**src/rtl/jtag_bb_pkg.sv**
```systemverilog
// jtag_bb_pkg: command bytes, response bytes and FSM state for the remote-bitbang JTAG engine.
package jtag_bb_pkg;
    localparam logic [7:0] CMD_WR_BASE   = 8'h30;
    localparam logic [7:0] CMD_READ      = 8'h52;
    localparam logic [7:0] CMD_RST_BASE  = 8'h72;
    localparam logic [7:0] CMD_BLINK_ON  = 8'h42;
    localparam logic [7:0] CMD_BLINK_OFF = 8'h62;
    localparam logic [7:0] CMD_QUIT      = 8'h51;
    localparam logic [7:0] RSP_ZERO      = 8'h30;
    localparam logic [7:0] RSP_ONE       = 8'h31;
    typedef enum logic [1:0] {IDLE, HOLD, RD_WAIT, QUIT} jtag_bb_state_e;
endpackage

```
**src/rtl/jtag_bitbang_engine_if.sv**
```systemverilog
// jtag_bitbang_engine_if: command byte stream in, ASCII TDO response stream out.
interface jtag_bitbang_engine_if;
    logic       cmd_valid;
    logic       cmd_ready;
    logic [7:0] cmd_data;
    logic       rsp_valid;
    logic       rsp_ready;
    logic [7:0] rsp_data;
    modport master (output cmd_valid, cmd_data, rsp_ready, input cmd_ready, rsp_valid, rsp_data);
    modport slave  (input cmd_valid, cmd_data, rsp_ready, output cmd_ready, rsp_valid, rsp_data);
endinterface

```
**src/rtl/jtag_bb_rsp_fifo.sv**
```systemverilog
// jtag_bb_rsp_fifo: synchronous first-word-fall-through FIFO; push while full is accepted only with a pop.
module jtag_bb_rsp_fifo #(
    parameter int WIDTH = 8,
    parameter int DEPTH = 4,
    localparam int AW = $clog2(DEPTH)
) (
    input  logic             clk,
    input  logic             rst,
    input  logic             push_i,
    input  logic [WIDTH-1:0] wdata_i,
    input  logic             pop_i,
    output logic [WIDTH-1:0] rdata_o,
    output logic             full_o,
    output logic             empty_o,
    output logic [AW:0]      count_o
);
    logic [WIDTH-1:0] mem_q [DEPTH];
    logic [AW-1:0]    wr_q, rd_q;
    logic [AW:0]      cnt_q;
    logic             do_push, do_pop;
    assign empty_o = cnt_q == '0;
    assign full_o  = cnt_q == (AW+1)'(DEPTH);
    assign count_o = cnt_q;
    assign rdata_o = mem_q[rd_q];
    assign do_pop  = pop_i && !empty_o;
    assign do_push = push_i && (!full_o || do_pop);
    always_ff @(posedge clk)
        if (do_push) mem_q[wr_q] <= wdata_i;
    always_ff @(posedge clk) begin
        if (rst) begin
            wr_q  <= '0;
            rd_q  <= '0;
            cnt_q <= '0;
        end else begin
            if (do_push) wr_q <= wr_q + 1'b1;
            if (do_pop) rd_q <= rd_q + 1'b1;
            cnt_q <= cnt_q + (AW+1)'(do_push) - (AW+1)'(do_pop);
        end
    end
endmodule

```
**src/rtl/jtag_bitbang_engine.sv**
```systemverilog
// jtag_bitbang_engine: OpenOCD remote_bitbang byte decoder driving JTAG pins with programmable TCK hold.
// Define JTAG_BB_TDO_SYNC_EN to pass TDO through a 2-flop synchronizer (needs TCK_DIV >= 3).
module jtag_bitbang_engine
    import jtag_bb_pkg::*;
#(
    parameter int TCK_DIV    = 4,
    parameter int RESP_DEPTH = 4
) (
    input  logic                        clk,
    input  logic                        rst,
    jtag_bitbang_engine_if.slave        bus,
    output logic                        jtag_tck_o,
    output logic                        jtag_tms_o,
    output logic                        jtag_tdi_o,
    input  logic                        jtag_tdo_i,
    output logic                        jtag_trst_o,
    output logic                        jtag_srst_o,
    output logic                        blink_o,
    output logic                        quit_o
);
    localparam int CW = $clog2(TCK_DIV + 1);
    localparam int AW = $clog2(RESP_DEPTH);
    jtag_bb_state_e state_q;
    logic [CW-1:0]  cnt_q;
    logic           tck_q, tms_q, tdi_q, trst_q, srst_q, blink_q, quit_q, rbit_q;
    logic           tdo_s, fire, rd, pop, full, empty, can_push, push;
    logic [7:0]     push_data;
    logic [AW:0]    rsp_count_unused;
`ifdef JTAG_BB_TDO_SYNC_EN
    logic [1:0] sync_q;
    always_ff @(posedge clk)
        sync_q <= rst ? 2'b00 : {sync_q[0], jtag_tdo_i};
    assign tdo_s = sync_q[1];
`else
    assign tdo_s = jtag_tdo_i;
`endif
    assign bus.cmd_ready = state_q == IDLE && !quit_q && !rst;
    assign fire      = bus.cmd_valid && bus.cmd_ready;
    assign rd        = fire && bus.cmd_data == CMD_READ;
    assign pop       = !empty && bus.rsp_ready;
    assign can_push  = !full || pop;
    // RD_WAIT retries the latched bit every cycle; the FIFO drops it until there is room.
    assign push      = rd || state_q == RD_WAIT;
    assign push_data = RSP_ZERO | {7'd0, rd ? tdo_s : rbit_q};
    assign bus.rsp_valid = !empty;
    jtag_bb_rsp_fifo #(.WIDTH(8), .DEPTH(RESP_DEPTH)) u_fifo (
        .clk     (clk),
        .rst     (rst),
        .push_i  (push),
        .wdata_i (push_data),
        .pop_i   (bus.rsp_ready),
        .rdata_o (bus.rsp_data),
        .full_o  (full),
        .empty_o (empty),
        .count_o (rsp_count_unused)
    );
    always_ff @(posedge clk) begin
        if (rst) begin
            state_q <= IDLE;
            cnt_q   <= '0;
            {tck_q, tms_q, tdi_q} <= 3'b010;
            {trst_q, srst_q} <= 2'b00;
            blink_q <= 1'b0;
            quit_q  <= 1'b0;
            rbit_q  <= 1'b0;
        end else begin
            case (state_q)
                IDLE: if (fire) begin
                    if (bus.cmd_data[7:3] == CMD_WR_BASE[7:3]) begin
                        {tck_q, tms_q, tdi_q} <= bus.cmd_data[2:0];
                        if (TCK_DIV > 1) begin
                            state_q <= HOLD;
                            cnt_q   <= CW'(TCK_DIV - 1);
                        end
                    end else if (rd) begin
                        rbit_q <= tdo_s;
                        if (!can_push) state_q <= RD_WAIT;
                    end else if (bus.cmd_data >= CMD_RST_BASE && bus.cmd_data <= CMD_RST_BASE + 8'd3) begin
                        // 'r','s','t','u' have low bits 10,11,00,01; flipping bit 1 gives {trst,srst}.
                        {trst_q, srst_q} <= bus.cmd_data[1:0] ^ 2'b10;
                    end else if (bus.cmd_data == CMD_BLINK_ON) begin
                        blink_q <= 1'b1;
                    end else if (bus.cmd_data == CMD_BLINK_OFF) begin
                        blink_q <= 1'b0;
                    end else if (bus.cmd_data == CMD_QUIT) begin
                        quit_q  <= 1'b1;
                        state_q <= QUIT;
                    end
                end
                HOLD: begin
                    cnt_q   <= cnt_q - 1'b1;
                    state_q <= cnt_q == CW'(1) ? IDLE : HOLD;
                end
                RD_WAIT: state_q <= can_push ? IDLE : RD_WAIT;
                default: ;
            endcase
        end
    end
    assign jtag_tck_o  = tck_q;
    assign jtag_tms_o  = tms_q;
    assign jtag_tdi_o  = tdi_q;
    assign jtag_trst_o = trst_q;
    assign jtag_srst_o = srst_q;
    assign blink_o     = blink_q;
    assign quit_o      = quit_q;
endmodule

```
**src/flat_wrapper.sv**
```systemverilog
// flat-port wrapper written by rule: the top's interface ports become plain ports
module jtag_bitbang_engine_flat import jtag_bb_pkg::*;
#(
    parameter int TCK_DIV    = 4,
    parameter int RESP_DEPTH = 4
)
  (clk, rst, jtag_tck_o, jtag_tms_o, jtag_tdi_o, jtag_tdo_i, jtag_trst_o, jtag_srst_o, blink_o, quit_o, bus_cmd_valid, bus_cmd_data, bus_rsp_ready, bus_cmd_ready, bus_rsp_valid, bus_rsp_data);
  jtag_bitbang_engine_if bus_i ();
  input  logic clk;
  input  logic rst;
  output logic jtag_tck_o;
  output logic jtag_tms_o;
  output logic jtag_tdi_o;
  input  logic jtag_tdo_i;
  output logic jtag_trst_o;
  output logic jtag_srst_o;
  output logic blink_o;
  output logic quit_o;
  input wire logic [$bits(bus_i.cmd_valid)-1:0] bus_cmd_valid;
  input wire logic [$bits(bus_i.cmd_data)-1:0] bus_cmd_data;
  input wire logic [$bits(bus_i.rsp_ready)-1:0] bus_rsp_ready;
  output wire logic [$bits(bus_i.cmd_ready)-1:0] bus_cmd_ready;
  output wire logic [$bits(bus_i.rsp_valid)-1:0] bus_rsp_valid;
  output wire logic [$bits(bus_i.rsp_data)-1:0] bus_rsp_data;
  assign bus_i.cmd_valid = bus_cmd_valid;
  assign bus_i.cmd_data = bus_cmd_data;
  assign bus_i.rsp_ready = bus_rsp_ready;
  assign bus_cmd_ready = bus_i.cmd_ready;
  assign bus_rsp_valid = bus_i.rsp_valid;
  assign bus_rsp_data = bus_i.rsp_data;
  jtag_bitbang_engine #(.TCK_DIV(TCK_DIV), .RESP_DEPTH(RESP_DEPTH)) u_core (.clk(clk), .rst(rst), .bus(bus_i), .jtag_tck_o(jtag_tck_o), .jtag_tms_o(jtag_tms_o), .jtag_tdi_o(jtag_tdi_o), .jtag_tdo_i(jtag_tdo_i), .jtag_trst_o(jtag_trst_o), .jtag_srst_o(jtag_srst_o), .blink_o(blink_o), .quit_o(quit_o));
endmodule
```
**config.mk**
```make
export PLATFORM = sky130hd
export DESIGN_NAME = jtag_bitbang_engine_flat
export DESIGN_NICKNAME = d
export VERILOG_FILES = /design/src/rtl/jtag_bb_pkg.sv /design/src/rtl/jtag_bitbang_engine_if.sv /design/src/rtl/jtag_bb_rsp_fifo.sv /design/src/rtl/jtag_bitbang_engine.sv /design/src/flat_wrapper.sv
export SDC_FILE = /design/constraint.sdc
export NUM_CORES = 1
export LEC_CHECK = 0
export BUFFER_PORTS_ARGS = -buffer_cell sky130_fd_sc_hd__buf_2
export CAP_MARGIN = 40
export CORE_ASPECT_RATIO = 1.2
export CORE_MARGIN = 3
export CORE_UTILIZATION = 50
export DETAILED_ROUTE_END_ITERATION = 8
export PLACE_DENSITY = 0.7
export SYNTH_ARGS = -nofsm -noshare
export SYNTH_HDL_FRONTEND = slang
export SYNTH_HIERARCHICAL = 1
export SYNTH_SLANG_ARGS = --single-unit
```
**constraint.sdc**
```tcl
create_clock -name clk -period 4.1 [get_ports clk]
set_input_delay 0.82 -clock clk [delete_from_list [all_inputs] [get_ports clk]]
set_output_delay 0.82 -clock clk [all_outputs]
set_load 0.05 [all_outputs]
```
==> qor.yml <==
clocking:
  worst_skew_pair.late_latency_ns: 0.30
  cts_resized: 0
  cts_setup_buffers: 0
  cts.sinks: 54
  cts-root-buf: "clkbuf_8"
  numCtsBuffers: 5
  clockBufferDepth: 2
  holdBufCountCts: 0
  clkTransAtPathRegs_ns: 0.09
  tritoncts: "done"
  htree_levels: 2
worst_setup_path:
  cp_data_required_time_ns: 4.28
  cp_cell_sequence: "buf_2 -> or4b_1 -> nor3_4 -> or2_2 -> or2_1 -> a21bo_2 -> ha_1 -> fa_1 -> xnor2_1 -> xnor2_1 -> nor2_1"
  cp-start-kind: "input port"
  r2r-end: "u_core/u_fifo/count_o[2]$_SDFF_PP0_"
  crit_path_end_kind: "flip-flop"
  critPathSlowestCell: "or4b_1"
  crit_path_frequent_cell: "xnor2_1"
  cp_slowest_stage_delay_ns: 0.59
  critical_path.max_fanout: 5
  cp.arrival_ns: 3.23
  reg2regPathDepth: 13
  r2r-start: "u_core/state_q[0]$_SDFFE_PP0P_"
  crit_type: "in -> reg"
  rrSetupSlack_ns: 1.08
drt:
  ant_nets: 0
  avgRoutedWirePerCell_microns: 13.4
  drt_iter0_markers: 46
  routed_wl_mm: 3.91
  drc: 0
  via_count: 1463
  avgViaCountPerCell: 4.99
  firstDrtPassIters: 4
pwr:
  p_per_area_nw_per_um2: 581
  ir_drop_mv: 0.333
  leakage_nw: 1.15
layout:
  drive_above_1_share_pct: 27.2
  mostFrequentLayoutCells: "edfxtp_1 (32), buf_2 (29), conb_1 (28)"
  multi_input_area_sq_um: 1110
  n_fill_cell: 368
  mostFrequentLayoutCell: "edfxtp_1"
  diodes: 0
  regArea_sq_um: 1400
  layout.nets: 259
  area_delta_synth_final_pct: 16.1
sta:
  fin_crit_ns: 3.04
  slew_violations: 0
  rsz0062_at_grt: "no"
  fin_crit_sh_pct: 74.2
  worst_pin_slew_ns: 0.576
  setup_tns_ns: 0
  max_freq_mhz: 329
  fin_skew_ns: 0.00383
  timing.hold.ws_ns: 0.479
  finalSetupViolations: 0
  hold_viol: 0
  relSlewSlack_pct: 61.5
synthesis:
  ys_warn_count: 6
  ys_ff_latch: 54
  syn-cell-area_sq_um: 2490
  synth_cells: 177
  yosysSeqAreaShare_pct: 56.4
  synth_top_flop_cell: "edfxtp_1"
  synthArstFlopShare_pct: 0
  synth_cell_types: 47
  synth_edf_count: 32
  avgSynthCellArea_sq_um: 14.0
status:
  status: "completed"
floorplanning:
  dieArea_sq_um: 5860
  ios: 30
  die_y_microns: 83.2
  die_x_microns: 70.4
  start_util_pct: 52.9
  core_sq_um: 4700
  fp-row-count: 27
min_path:
  hold_class: "reg -> reg"
  hold_depth: 2
  hold_end: "u_core/jtag_tms_o$_SDFFE_PP1P_"
  holdCritStartpoint: "u_core/jtag_tms_o$_SDFFE_PP1P_"
global_routing:
  antenna_found_initial: 0
  grt_pass1_vias: 1496
  groute.usage.overall_pct: 14.5
  grt_max_degree: 24
  overflow: 0
  grt_pass1_wl_mm: 6.75
run:
  drv_cap: 0
placed_design:
  dp_hpwl_mm: 2.97
  io_buffers: 29
  globalplace.congestion: 0.726
[worst max-delay path by stage]
stage	start	end	slack [ns]	cells past startpoint
CTS	rst	u_core/u_fifo/count_o[2]$_SDFF_PP0_	1.06	12
global route	u_core/state_q[1]$_SDFFE_PP0P_	u_core/u_fifo/count_o[2]$_SDFF_PP0_	0.83	13
finish	bus_cmd_data[0]	u_core/u_fifo/count_o[2]$_SDFF_PP0_	1.06	11
global placement	bus_cmd_data[0]	u_core/u_fifo/count_o[2]$_SDFF_PP0_	0.76	11
detailed placement	bus_cmd_data[0]	u_core/u_fifo/count_o[2]$_SDFF_PP0_	0.73	11
floorplan	rst	u_core/u_fifo/count_o[2]$_SDFF_PP0_	0.76	11
[worst max-delay path: cells and delay by family]
kind / cells / cell delay (ns)
XOR/XNOR: 2 / 0.31
AND/OR/NAND/NOR: 5 / 1.18
buffers and inverters: 1 / 0.13
AO/OA/AOI/OAI: 1 / 0.23
adder cells (fa/ha/maj): 2 / 0.57
[stage by stage]
stage          cells  power, mW  util (%)  cell area (sq um)  setup WS, ns
4_1_cts          293       1.70      61.5               2890          1.06
2_1_floorplan    203       1.23         -               2580         0.765
5_1_grt          293       1.77      61.5               2890         0.828
3_3_place_gp     285       1.35      59.2               2780         0.758
3_5_place_dp     285       1.36      59.2               2780         0.734
6_report         293       1.68      61.5               2890          1.06
[routing by layer]
| metal | vias up | wire length [microns] | global-route usage, % |
|---|---|---|---|
| met5 | - | 0 | 0 |
| met4 | 0 | 36 | 5.75 |
| met3 | 4 | 169 | 3.27 |
| met2 | 36 | 2070 | 25.4 |
| met1 | 692 | 1640 | 16.9 |
| li1 | 731 | - | - |
[cells by family after synthesis]
logic type | after synthesis | share of synthesized area [%]
flops | 54 | 56.4
simple gates | 50 | 14.1
compound gates | 20 | 7.40
buf+inv | 18 | 2.82
mux | 17 | 11.3
fa+ha+maj | 12 | 6.34
xor+xnor | 4 | 1.41
other cells | 2 | 0.302
[cell usage after synthesis, drive strengths merged, types with 4 or more instances]
library cell,count,area share (%)
and2,6,1.8
inv,13,2.0
nand2,4,0.60
mux2i,7,2.8
nor3,5,1.7
nand2b,4,1.0
nor2b,4,1.0
ha,11,5.5
nor2,16,2.4
mux4,8,7.2
dfxtp,22,18
edfxtp,32,39
[state kept, by name (all words and copies together), names as in the netlist, 2 cells and up, named ones only]
signal                 flops
u_core/u_fifo/wr_q         2
u_core/u_fifo/rd_q         2
u_core/cnt_q               3
u_core/state_q             2
u_core/u_fifo/count_o      3
u_core/u_fifo/mem_q       32
[cell type report]
type	count	share of cell area, %
Clock buffer	6	2.51
Timing Repair Buffer	29	5.03
Inverter	13	1.69
Multi-Input combinational cell	131	38.5
Sequential cell	54	48.5
Clock inverter	2	1.17
Tap cell	58	2.51
[report_power, final]
part           switching [mW]  leakage (nW)  total, mW  internal [mW]
Clock                   0.158        0.0528      0.338          0.180
Combinational           0.370         0.625      0.615          0.245
Sequential             0.0731         0.475      0.723          0.650
Total                   0.601          1.15       1.68           1.08
(Power assumes the default switching activity.)
